[src/rtl/mips_pkg.sv]
`default_nettype none
// ============================================================================
// Module      : mips_pkg
// Description : Shared fetch-stage defaults: bus widths, NOP encoding and
//               fetch FSM state encoding.
// Revision    : 1.0 - initial release
// ============================================================================
package mips_pkg;

    localparam int c_DEF_ADDRESS_WIDTH = 32;
    localparam int c_DEF_INSTR_WIDTH   = 32;

    localparam logic [31:0] c_NOP_INSTR = 32'h0000_0000;

    typedef enum logic [1:0] {
        IDLE = 2'd0,
        REQ  = 2'd1,
        HOLD = 2'd2
    } fetch_state_t;

endpackage
`default_nettype wire

[src/rtl/instr_fetch_unit_if.sv]
`default_nettype none
// ============================================================================
// Module      : instr_fetch_unit_if
// Description : Instruction-memory read channel between fetch unit (master)
//               and instruction memory (slave).
// Revision    : 1.0 - initial release
// ============================================================================
interface instr_fetch_unit_if #(
    parameter int ADDRESS_WIDTH = 32,
    parameter int INSTR_WIDTH   = 32
);
    logic                     o_IMemReq;
    logic [ADDRESS_WIDTH-1:0] o_IMemAddr;
    logic                     i_IMemValid;
    logic [INSTR_WIDTH-1:0]   i_IMemRdata;

    modport master (
        output o_IMemReq,
        output o_IMemAddr,
        input  i_IMemValid,
        input  i_IMemRdata
    );

    modport slave (
        input  o_IMemReq,
        input  o_IMemAddr,
        output i_IMemValid,
        output i_IMemRdata
    );
endinterface
`default_nettype wire

[src/rtl/fetch_pc_reg.sv]
`default_nettype none
// ============================================================================
// Module      : fetch_pc_reg
// Description : Program counter with sequential increment and word-aligned
//               redirect; redirect has priority over increment.
// Revision    : 1.0 - initial release
// ============================================================================
module fetch_pc_reg #(
    parameter int                       ADDRESS_WIDTH = 32,
    parameter logic [ADDRESS_WIDTH-1:0] RESET_PC      = '0
) (
    input  logic                     i_CLK,
    input  logic                     i_RST,
    input  logic                     i_inc_en,
    input  logic                     i_redirect_en,
    input  logic [ADDRESS_WIDTH-1:0] i_target,
    output logic [ADDRESS_WIDTH-1:0] o_pc,
    output logic [ADDRESS_WIDTH-1:0] o_pc_plus4
);
    localparam logic [ADDRESS_WIDTH-1:0] c_ALIGN_MASK = ~ADDRESS_WIDTH'(3);
    localparam logic [ADDRESS_WIDTH-1:0] c_FOUR       = ADDRESS_WIDTH'(4);

    logic [ADDRESS_WIDTH-1:0] r_pc;

    // Low two bits are forced to zero so fetch addresses are always word aligned.
    always_ff @(posedge i_CLK) begin
        if (i_RST) begin
            r_pc <= RESET_PC & c_ALIGN_MASK;
        end else if (i_redirect_en) begin
            r_pc <= i_target & c_ALIGN_MASK;
        end else if (i_inc_en) begin
            r_pc <= r_pc + c_FOUR;
        end
    end

    assign o_pc       = r_pc;
    assign o_pc_plus4 = r_pc + c_FOUR;

endmodule
`default_nettype wire

[src/rtl/instr_fetch_unit.sv]
`default_nettype none
// ============================================================================
// Module      : instr_fetch_unit
// Description : Single-outstanding instruction fetch stage with IDLE/REQ/HOLD
//               FSM, hold register and redirect/kill handling.
//               Optional: FETCH_STALL_CNT_EN adds o_FetchStallCnt.
// Revision    : 1.0 - initial release
// ============================================================================
module instr_fetch_unit
    import mips_pkg::*;
#(
    parameter int                       ADDRESS_WIDTH = c_DEF_ADDRESS_WIDTH,
    parameter int                       INSTR_WIDTH   = c_DEF_INSTR_WIDTH,
    parameter logic [ADDRESS_WIDTH-1:0] RESET_PC      = '0
) (
    input  logic                     i_CLK,
    input  logic                     i_RST,
    input  logic                     i_n_EN,
    input  logic                     i_PCSrcD,
    input  logic [ADDRESS_WIDTH-1:0] i_PCBranchD,
    instr_fetch_unit_if.master       imem,
    output logic [INSTR_WIDTH-1:0]   o_InstrF,
    output logic [ADDRESS_WIDTH-1:0] o_PCPlus4F,
    output logic                     o_ValidF,
    output logic                     o_StallReqF
`ifdef FETCH_STALL_CNT_EN
    ,
    output logic [31:0]              o_FetchStallCnt
`endif
);
    localparam logic [INSTR_WIDTH-1:0] c_NOP = INSTR_WIDTH'(c_NOP_INSTR);

    fetch_state_t             r_state;
    fetch_state_t             w_state_nxt;
    logic                     r_kill;
    logic                     w_kill_nxt;
    logic                     r_valid;
    logic                     w_valid_nxt;
    logic [INSTR_WIDTH-1:0]   r_instr;
    logic [INSTR_WIDTH-1:0]   w_instr_nxt;
    logic                     w_pc_inc;
    logic                     w_pc_redirect;
    logic                     w_imem_req;
    logic [ADDRESS_WIDTH-1:0] w_pc;
    logic [ADDRESS_WIDTH-1:0] w_pc_plus4;

    fetch_pc_reg #(
        .ADDRESS_WIDTH (ADDRESS_WIDTH),
        .RESET_PC      (RESET_PC)
    ) u_pc_reg (
        .i_CLK         (i_CLK),
        .i_RST         (i_RST),
        .i_inc_en      (w_pc_inc),
        .i_redirect_en (w_pc_redirect),
        .i_target      (i_PCBranchD),
        .o_pc          (w_pc),
        .o_pc_plus4    (w_pc_plus4)
    );

    always_ff @(posedge i_CLK) begin
        if (i_RST) begin
            r_state <= IDLE;
            r_kill  <= 1'b0;
            r_valid <= 1'b0;
            r_instr <= c_NOP;
        end else begin
            r_state <= w_state_nxt;
            r_kill  <= w_kill_nxt;
            r_valid <= w_valid_nxt;
            r_instr <= w_instr_nxt;
        end
    end

    always_comb begin
        w_state_nxt   = r_state;
        w_kill_nxt    = r_kill;
        w_valid_nxt   = r_valid;
        w_instr_nxt   = r_instr;
        w_pc_inc      = 1'b0;
        w_pc_redirect = 1'b0;
        w_imem_req    = 1'b0;

        case (r_state)
            IDLE: begin
                w_state_nxt = REQ;
            end
            REQ: begin
                w_imem_req = 1'b1;
                // Any response ends the outstanding request; a killed one is dropped
                // and the request is reissued at the (already redirected) PC.
                if (imem.i_IMemValid) begin
                    w_kill_nxt = 1'b0;
                    if (!r_kill && !i_PCSrcD) begin
                        w_instr_nxt = imem.i_IMemRdata;
                        w_valid_nxt = 1'b1;
                        w_state_nxt = HOLD;
                    end
                end else if (i_PCSrcD) begin
                    w_kill_nxt = 1'b1;
                end
            end
            HOLD: begin
                if (!i_n_EN && !i_PCSrcD) begin
                    w_pc_inc    = 1'b1;
                    w_valid_nxt = 1'b0;
                    w_state_nxt = REQ;
                end
            end
            default: begin
                w_state_nxt = IDLE;
            end
        endcase

        if (i_PCSrcD) begin
            w_pc_redirect = 1'b1;
            w_pc_inc      = 1'b0;
            w_valid_nxt   = 1'b0;
            w_state_nxt   = REQ;
        end
    end

    assign imem.o_IMemReq  = w_imem_req;
    assign imem.o_IMemAddr = w_pc;

    assign o_InstrF    = r_valid ? r_instr : c_NOP;
    assign o_PCPlus4F  = w_pc_plus4;
    assign o_ValidF    = r_valid;
    assign o_StallReqF = ~r_valid;

`ifdef FETCH_STALL_CNT_EN
    logic [31:0] r_stall_cnt;

    always_ff @(posedge i_CLK) begin
        if (i_RST) begin
            r_stall_cnt <= '0;
        end else if (o_StallReqF && (r_stall_cnt != '1)) begin
            r_stall_cnt <= r_stall_cnt + 32'd1;
        end
    end

    assign o_FetchStallCnt = r_stall_cnt;
`endif

endmodule
`default_nettype wire
[src/flat_wrapper.sv]
// flat-port wrapper written by rule: the top's interface ports become plain ports
module instr_fetch_unit_flat import mips_pkg::*;
#(
    parameter int                       ADDRESS_WIDTH = c_DEF_ADDRESS_WIDTH,
    parameter int                       INSTR_WIDTH   = c_DEF_INSTR_WIDTH,
    parameter logic [ADDRESS_WIDTH-1:0] RESET_PC      = '0
)
  (i_CLK, i_RST, i_n_EN, i_PCSrcD, i_PCBranchD, o_InstrF, o_PCPlus4F, o_ValidF, o_StallReqF, imem_o_IMemReq, imem_o_IMemAddr, imem_i_IMemValid, imem_i_IMemRdata);
  instr_fetch_unit_if #(.ADDRESS_WIDTH(ADDRESS_WIDTH), .INSTR_WIDTH(INSTR_WIDTH)) imem_i ();
  input  logic i_CLK;
  input  logic i_RST;
  input  logic i_n_EN;
  input  logic i_PCSrcD;
  input  logic [ADDRESS_WIDTH-1:0] i_PCBranchD;
  output logic [INSTR_WIDTH-1:0] o_InstrF;
  output logic [ADDRESS_WIDTH-1:0] o_PCPlus4F;
  output logic o_ValidF;
  output logic o_StallReqF;
  output wire logic [$bits(imem_i.o_IMemReq)-1:0] imem_o_IMemReq;
  output wire logic [$bits(imem_i.o_IMemAddr)-1:0] imem_o_IMemAddr;
  input wire logic [$bits(imem_i.i_IMemValid)-1:0] imem_i_IMemValid;
  input wire logic [$bits(imem_i.i_IMemRdata)-1:0] imem_i_IMemRdata;
  assign imem_o_IMemReq = imem_i.o_IMemReq;
  assign imem_o_IMemAddr = imem_i.o_IMemAddr;
  assign imem_i.i_IMemValid = imem_i_IMemValid;
  assign imem_i.i_IMemRdata = imem_i_IMemRdata;
  instr_fetch_unit #(.ADDRESS_WIDTH(ADDRESS_WIDTH), .INSTR_WIDTH(INSTR_WIDTH), .RESET_PC(RESET_PC)) u_core (.i_CLK(i_CLK), .i_RST(i_RST), .i_n_EN(i_n_EN), .i_PCSrcD(i_PCSrcD), .i_PCBranchD(i_PCBranchD), .imem(imem_i), .o_InstrF(o_InstrF), .o_PCPlus4F(o_PCPlus4F), .o_ValidF(o_ValidF), .o_StallReqF(o_StallReqF));
endmodule
[config.mk]
export PLATFORM = sky130hd
export DESIGN_NAME = instr_fetch_unit_flat
export DESIGN_NICKNAME = d
export VERILOG_FILES = /design/src/rtl/mips_pkg.sv /design/src/rtl/instr_fetch_unit_if.sv /design/src/rtl/fetch_pc_reg.sv /design/src/rtl/instr_fetch_unit.sv /design/src/flat_wrapper.sv
export SDC_FILE = /design/constraint.sdc
export NUM_CORES = 1
export LEC_CHECK = 0
export CAP_MARGIN = 0
export CORE_ASPECT_RATIO = 1.2
export CORE_UTILIZATION = 44
export CTS_BUF_LIST = sky130_fd_sc_hd__clkbuf_4 sky130_fd_sc_hd__clkbuf_8 sky130_fd_sc_hd__clkbuf_16
export CTS_CLUSTER_SIZE = 12
export DETAILED_ROUTE_END_ITERATION = 12
export HOLD_SLACK_MARGIN = 0.12
export PLACE_DENSITY = 0.82
export SLEW_MARGIN = 30
export SYNTH_ARGS = -nofsm -noshare
export SYNTH_HDL_FRONTEND = slang
export SYNTH_HIERARCHICAL = 1
export SYNTH_SLANG_ARGS = --single-unit
[constraint.sdc]
create_clock -name i_CLK -period 3.4 [get_ports i_CLK]
set_clock_uncertainty 0.15 [all_clocks]
set_input_delay 0.34 -clock i_CLK [delete_from_list [all_inputs] [get_ports i_CLK]]
set_output_delay 0.34 -clock i_CLK [all_outputs]
set_load 0.005 [all_outputs]
==> metrics.yaml, run 1 <==
grt_pass1_vias: 3983
arrival_ns: 2.79
cts_max_level: 3
ios: 168
finalPower_mw: 1.84
fin_setup_tns_ns: 0
synth_area_leaders: "dfxtp_1 (32%), mux2i_1 (8.3%), nand2_1 (7.9%)"
hold_viol_final: 0
setup_viol: 0
dpl_cell_area_mm2: 0.00574
ys_types: 53
synth_edf_count: 0
wire_per_inst_um: 15.5
antenna_found_initial: 0
min_period_ns: 3.28
setup_ws_ns: 0.118
synthToLayoutAreaGrowth_pct: 44.0
p_leak_nw: 2.17
route.layer.met1.wl_mm: 5.03
dpl_worst_slack_ns: 0.534
dp.cells: 761
rsz0062_at_grt: "false"
cts_buffer_depth: 2
final_max_slew_viol_count: 0
finalNonFillerCells: 779
root_buffer: "clkbuf_8"
start_kind: "flip-flop"
critPathKind: "flip-flop to output pin"
outcome: "completed"
fp.dieH_um: 108
fp.coreArea_mm2: 0.00908
synth_top_area_share_pct: 32.1
met3WireLength_um: 966
cp.required_ns: 2.91
yosysWarnings: 6
insertion_delay_ns: 0.35
drtPass1Iterations: 4
worst_pin_slew_ns: 0.859
track_usage_pct: 24.6
ant_nets: 0
gr-total-overflow: 0
synthArstFlopShare_pct: 0
gp_congestion: 0.848
ys_ff_latch: 66
fin_area_mm2: 0.00593
postSynthCellCount: 510
final_common_cell: "clkdlybuf4s50_1"
ir_drop_v: 0.000184
dr.first_iter.drc_count: 187
maxCapViolCount: 0
syn_avg_cell_area_um2: 8.08
wl_met2_mm: 5.78
synth_area_mm2: 0.00412
drcViolationCount: 0
cp-end-kind: "output pin"
power.density_mw_per_mm2: 310
final_cell_mix: "clkdlybuf4s50_1 (161), nand2_1 (87), dfxtp_1 (66), mux2i_1 (34), and2_1 (33)"
grt_max_degree: 49
ys.flop_type: "dfxtp_1"
io_buffers: 161
hold_class: "flip-flop to flip-flop"
vias: 4262
drive_above_1_share_pct: 7.89
cts_tree: "built"
cts_made_buffers: 9
dp_hpwl_mm: 8.45
die_x_um: 90.3
vias_per_cell: 5.47
dieArea_mm2: 0.00975
initial_utilization_pct: 45.4
antenna_cells: 0
final_nets: 724
rrSetupSlack_ns: 1.02
finalCritPeriodShare_pct: 96.5
cts_resized: 0
cts.reportedPaths.clkPinSlew_ns: 0.07
synth_seq_area_share_pct: 32.1
fmax_ghz: 0.305
routed.top_layer: "met4"
fillers: 780
cts.sinks: 66
cp_max_fo: 21
slew_headroom_pct: 42.7
wl_mm: 12.0
yosys.area.top_type: "dfxtp_1"
row_count: 38
grt_pass1_wl_mm: 19.3
-- worst paths after layout --
check / cells past startpoint / endpoint / from
min: 2 / u_core/r_instr[28]$_SDFFE_PP0P_ / u_core/r_instr[28]$_SDFFE_PP0P_
max: 7 / o_PCPlus4F[30] / u_core/u_pc_reg/o_pc[5]$_SDFFE_PP0P_
min reg2reg: 2 / u_core/r_instr[28]$_SDFFE_PP0P_ / u_core/r_instr[28]$_SDFFE_PP0P_
max reg2reg: 5 / u_core/u_pc_reg/o_pc[23]$_SDFFE_PP0P_ / u_core/r_state[1]$_SDFFE_PP0P_
-- worst max-delay path, stage by stage, from the launching register on --
cell and delay (ns):
dfxtp_1 0.50, nand3_2 0.15, buf_4 0.24, nor4_1 0.46, buf_4 0.22, and3_1 0.20, xor2_1 0.16, clkdlybuf4s50_1 0.52
-- cell type report --
cell class,count,area [um2],share of cell area [%]
inverter,16,60.1,1.01
multi-input combinational,383,2490,41.9
clock buffer,11,145,2.45
tap,120,150,2.53
clock inverter,5,30.0,0.506
sequential,66,1320,22.3
timing repair buffer,178,1740,29.3
-- flip-flops by register name, summed over array words and instances (netlist names) --
signal	flops
u_core/r_state	2
u_core/r_instr	32
u_core/r_kill	1
u_core/u_pc_reg/o_pc	30
u_core/o_ValidF	1
-- kinds of logic (layout without fill, tap and decap cells) --
group                    count (synthesis)  in the layout  synth area share, %
AO/OA/AOI/OAI                           55             55                 10.1
XOR/XNOR                                40             40                 8.51
adder cells (fa/ha/maj)                  1              1                0.304
buffers and inverters                   64            210                 8.05
flip-flops                              66             66                 32.1
multiplexers                            34             34                 8.26
other                                    1              4               0.0910
AND/OR/NAND/NOR                        249            249                 32.6
-- synth_stat cells, drive strengths merged (3+ instances only) --
master   instances
clkbuf          24
o21ai            5
nor3            12
nand2           87
buf             24
and2            33
a311oi           4
a221oi           3
xnor2           22
and4             9
nand3           22
xor2            18
a2111oi          7
and3             8
a211oi          16
a21oi           10
mux2i           34
dfxtp           66
nor4            14
nand4           16
nor4b            3
nor2            32
inv             16
-- power by group --
group / total (mW) / internal, mW / leakage, nW / switching [mW]
logic: 0.359 / 0.221 / 1.54 / 0.138
registers: 0.877 / 0.815 / 0.542 / 0.0618
clock network: 0.600 / 0.289 / 0.0885 / 0.312
-- metrics by stage --
stage / util (%) / hold slack [ns]
after CTS: 65.1 / 0.306
after detailed placement: 63.2 / 0.292
after global placement: 63.2 / 0.288
after global routing: 65.3 / 0.320
after floorplan: - / 0.263
final: 65.3 / 0.303
-- repair_timing --
| action | in CTS | in global routing |
|---|---|---|
| endpoints found under the setup margin | 0 | 1 |
| hold buffers | 0 | 0 |
| buffers inserted | 0 | 2 |
| hold endpoints to repair | 0 | 0 |
-- routing by layer --
metal  vias to the layer above  global-route usage [%]
met5                         -                       0
met4                         0                    11.3
met3                        23                    5.27
met2                       213                    41.8
met1                      1967                    29.8
li1                       2059                       -
Power figures use the tool's default switching activity.
==> run 2, diff against run 1 <==
- CORE_MARGIN: unset -> 10
==> run 2 against run 1 <==
  * Final area fell by 0.36%
  * Hold slack barely moved
  * Wire length rose by 12%
  * Power rose by 3.5%
  * First-iteration DRC count rose by 31%
  * Critical path type unchanged
  * Highest routed layer unchanged
==> metrics.yaml, run 2 (synthesis gave the netlist of run 1 again) <==
outcome: "completed"
grt_pass1_vias: 4291  # +7.7%
cts_buffer_depth: 2  # unchanged
pwr-share-comb_pct: 18.5  # -1.1 points
power.density_mw_per_mm2: 322  # +3.9%
cts.reportedPaths.clkPinSlew_ns: 0.07  # about the same
cts_max_level: 3  # unchanged
fin_util_pct: 65.1  # -0.23 points
fp.coreArea_mm2: 0.00908  # unchanged
dieArea_mm2: 0.0136  # +40%
final_cell_mix: "clkdlybuf4s50_1 (161), nand2_1 (87), dfxtp_1 (65), mux2i_1 (34), and2_1 (33)"
cts_tree: "built"
largest_reg_flops: 32  # unchanged
p_sw_mw: 0.515  # +0.71%
dpl_cell_area_mm2: 0.00570  # -0.65%
ctsHoldBuffers: 0  # unchanged
fp.dieH_um: 126  # +17%
final_common_cell: "clkdlybuf4s50_1"
fin_area_mm2: 0.00591  # -0.36%
fmax_ghz: 0.305  # about the same
dr.first_iter.drc_count: 245  # +31%
synthToLayoutAreaGrowth_pct: 43.5
ir_drop_v: 0.000143  # -22%
ios: 168  # unchanged
final_nets: 717  # -0.97%
worst_pin_slew_ns: 0.688  # -0.170 ns
antenna_cells: 0  # unchanged
sw_frac_of_total_pct: 27.1  # -0.76 points
start_kind: "flip-flop"
finalCritPeriodShare_pct: 96.5  # about the same
final_max_slew_viol_count: 0  # unchanged
setup_viol: 0  # unchanged
die_x_um: 108  # +20%
p_leak_nw: 2.14  # -1.4%
cts_made_buffers: 9  # unchanged
antenna_found_initial: 0  # unchanged
cp.required_ns: 2.91  # about the same
root_buffer: "clkbuf_8"
hold_ws_ns: 0.303  # -0.000190 ns
cts.sinks: 66  # unchanged
drcViolationCount: 0  # unchanged
fillers: 759  # -2.7%
maxCapViolCount: 0  # unchanged
slew_headroom_pct: 54.1  # +11 points
p_int_mw: 1.39  # +4.6%
gr-total-overflow: 0  # unchanged
initial_utilization_pct: 45.4  # unchanged
hold_viol_final: 0  # unchanged
drive_above_1_share_pct: 7.52  # -0.38 points
wire_per_inst_um: 17.6  # +14%
gp_congestion: 0.891  # +5.0%
drtPass1Iterations: 4  # unchanged
track_usage_pct: 19.2  # -5.4 points
critPathKind: "flip-flop to output pin"
io_buffers: 161  # unchanged
insertion_delay_ns: 0.34  # about the same
grt_pass1_wl_mm: 21.6  # +12%
cp_max_fo: 8  # -62%
vias: 4243  # -0.45%
pwr-share-clk_pct: 35.1  # +2.4 points
cp-end-kind: "output pin"
ant_nets: 0  # unchanged
vias_per_cell: 5.50  # +0.46%
grt_max_degree: 44  # -10%
wl_mm: 13.6  # +12%
hold_class: "flip-flop to flip-flop"
dp_hpwl_mm: 10.0  # +19%
min_period_ns: 3.28  # -0.00135 ns
arrival_ns: 2.79  # about the same
seqPwrFrac_pct: 46.5  # -1.3 points
row_count: 38  # unchanged
top_register: "u_core/r_instr"
[run 2: stage by stage]
step	power, mW	cells	setup slack (ns)	TNS, ns
2_1_floorplan	1.05	513	0.895	0
3_3_place_gp	1.24	756	0.463	0
3_5_place_dp	1.25	756	0.446	0
4_1_cts	1.92	772	0.0182	0
5_1_grt	1.98	772	-0.00132	-0.00132
6_report	1.90	772	0.119	0
[run 2: repair_timing]
action	4_1_cts	5_1_grt
gates resized for setup	0	3
buffers inserted	0	0
setup endpoints to repair	0	10
[run 2: area by class of cell]
type	instances	area, um2	area share, %
Multi-Input combinational cell	383	2500	42.3
Timing Repair Buffer	171	1690	28.5
Sequential cell	66	1320	22.4
Tap cell	120	150	2.54
Clock buffer	11	139	2.35
Inverter	16	60.1	1.02
Clock inverter	5	55.1	0.931
[run 2: final timing paths]
| path | start | endpoint | slack, ns | cells past startpoint |
|---|---|---|---|---|
| worst max-delay path | u_core/u_pc_reg/o_pc[2]$_SDFFE_PP0P_ | o_PCPlus4F[30] | 0.12 | 7 |
| worst min-delay path | u_core/r_instr[21]$_SDFFE_PP0P_ | u_core/r_instr[21]$_SDFFE_PP0P_ | 0.30 | 2 |
| worst max register to register | u_core/r_state[1]$_SDFFE_PP0P_ | u_core/u_pc_reg/o_pc[25]$_SDFFE_PP0P_ | 0.94 | 5 |
| worst min register to register | u_core/r_instr[21]$_SDFFE_PP0P_ | u_core/r_instr[21]$_SDFFE_PP0P_ | 0.30 | 2 |
[run 2: power groups by stage]
stage | sequential (mW) | combinational, mW | clock (mW)
after floorplan | 0.866 | 0.180 | 0
after global placement | 0.897 | 0.345 | 0
after detailed placement | 0.899 | 0.351 | 0
after CTS | 0.882 | 0.354 | 0.685
after global routing | 0.892 | 0.382 | 0.709
final | 0.884 | 0.351 | 0.667
[run 2: critical path, cell delays in order, from the launching register on]
cell	delay, ns
dfxtp_1	0.48
ha_2	0.33
nand2_1	0.16
nor4_1	0.36
buf_4	0.20
and3_1	0.21
xor2_1	0.17
clkdlybuf4s50_1	0.52
[run 2: per-layer routing]
layer  vias to the layer above  share of wire, %  GRT usage (%)
met3                        21                11           7.96
met5                         -                 0              0
li1                       2040                 -              -
met4                         0               1.9           7.85
met1                      1987                39           21.5
met2                       195                48           31.3
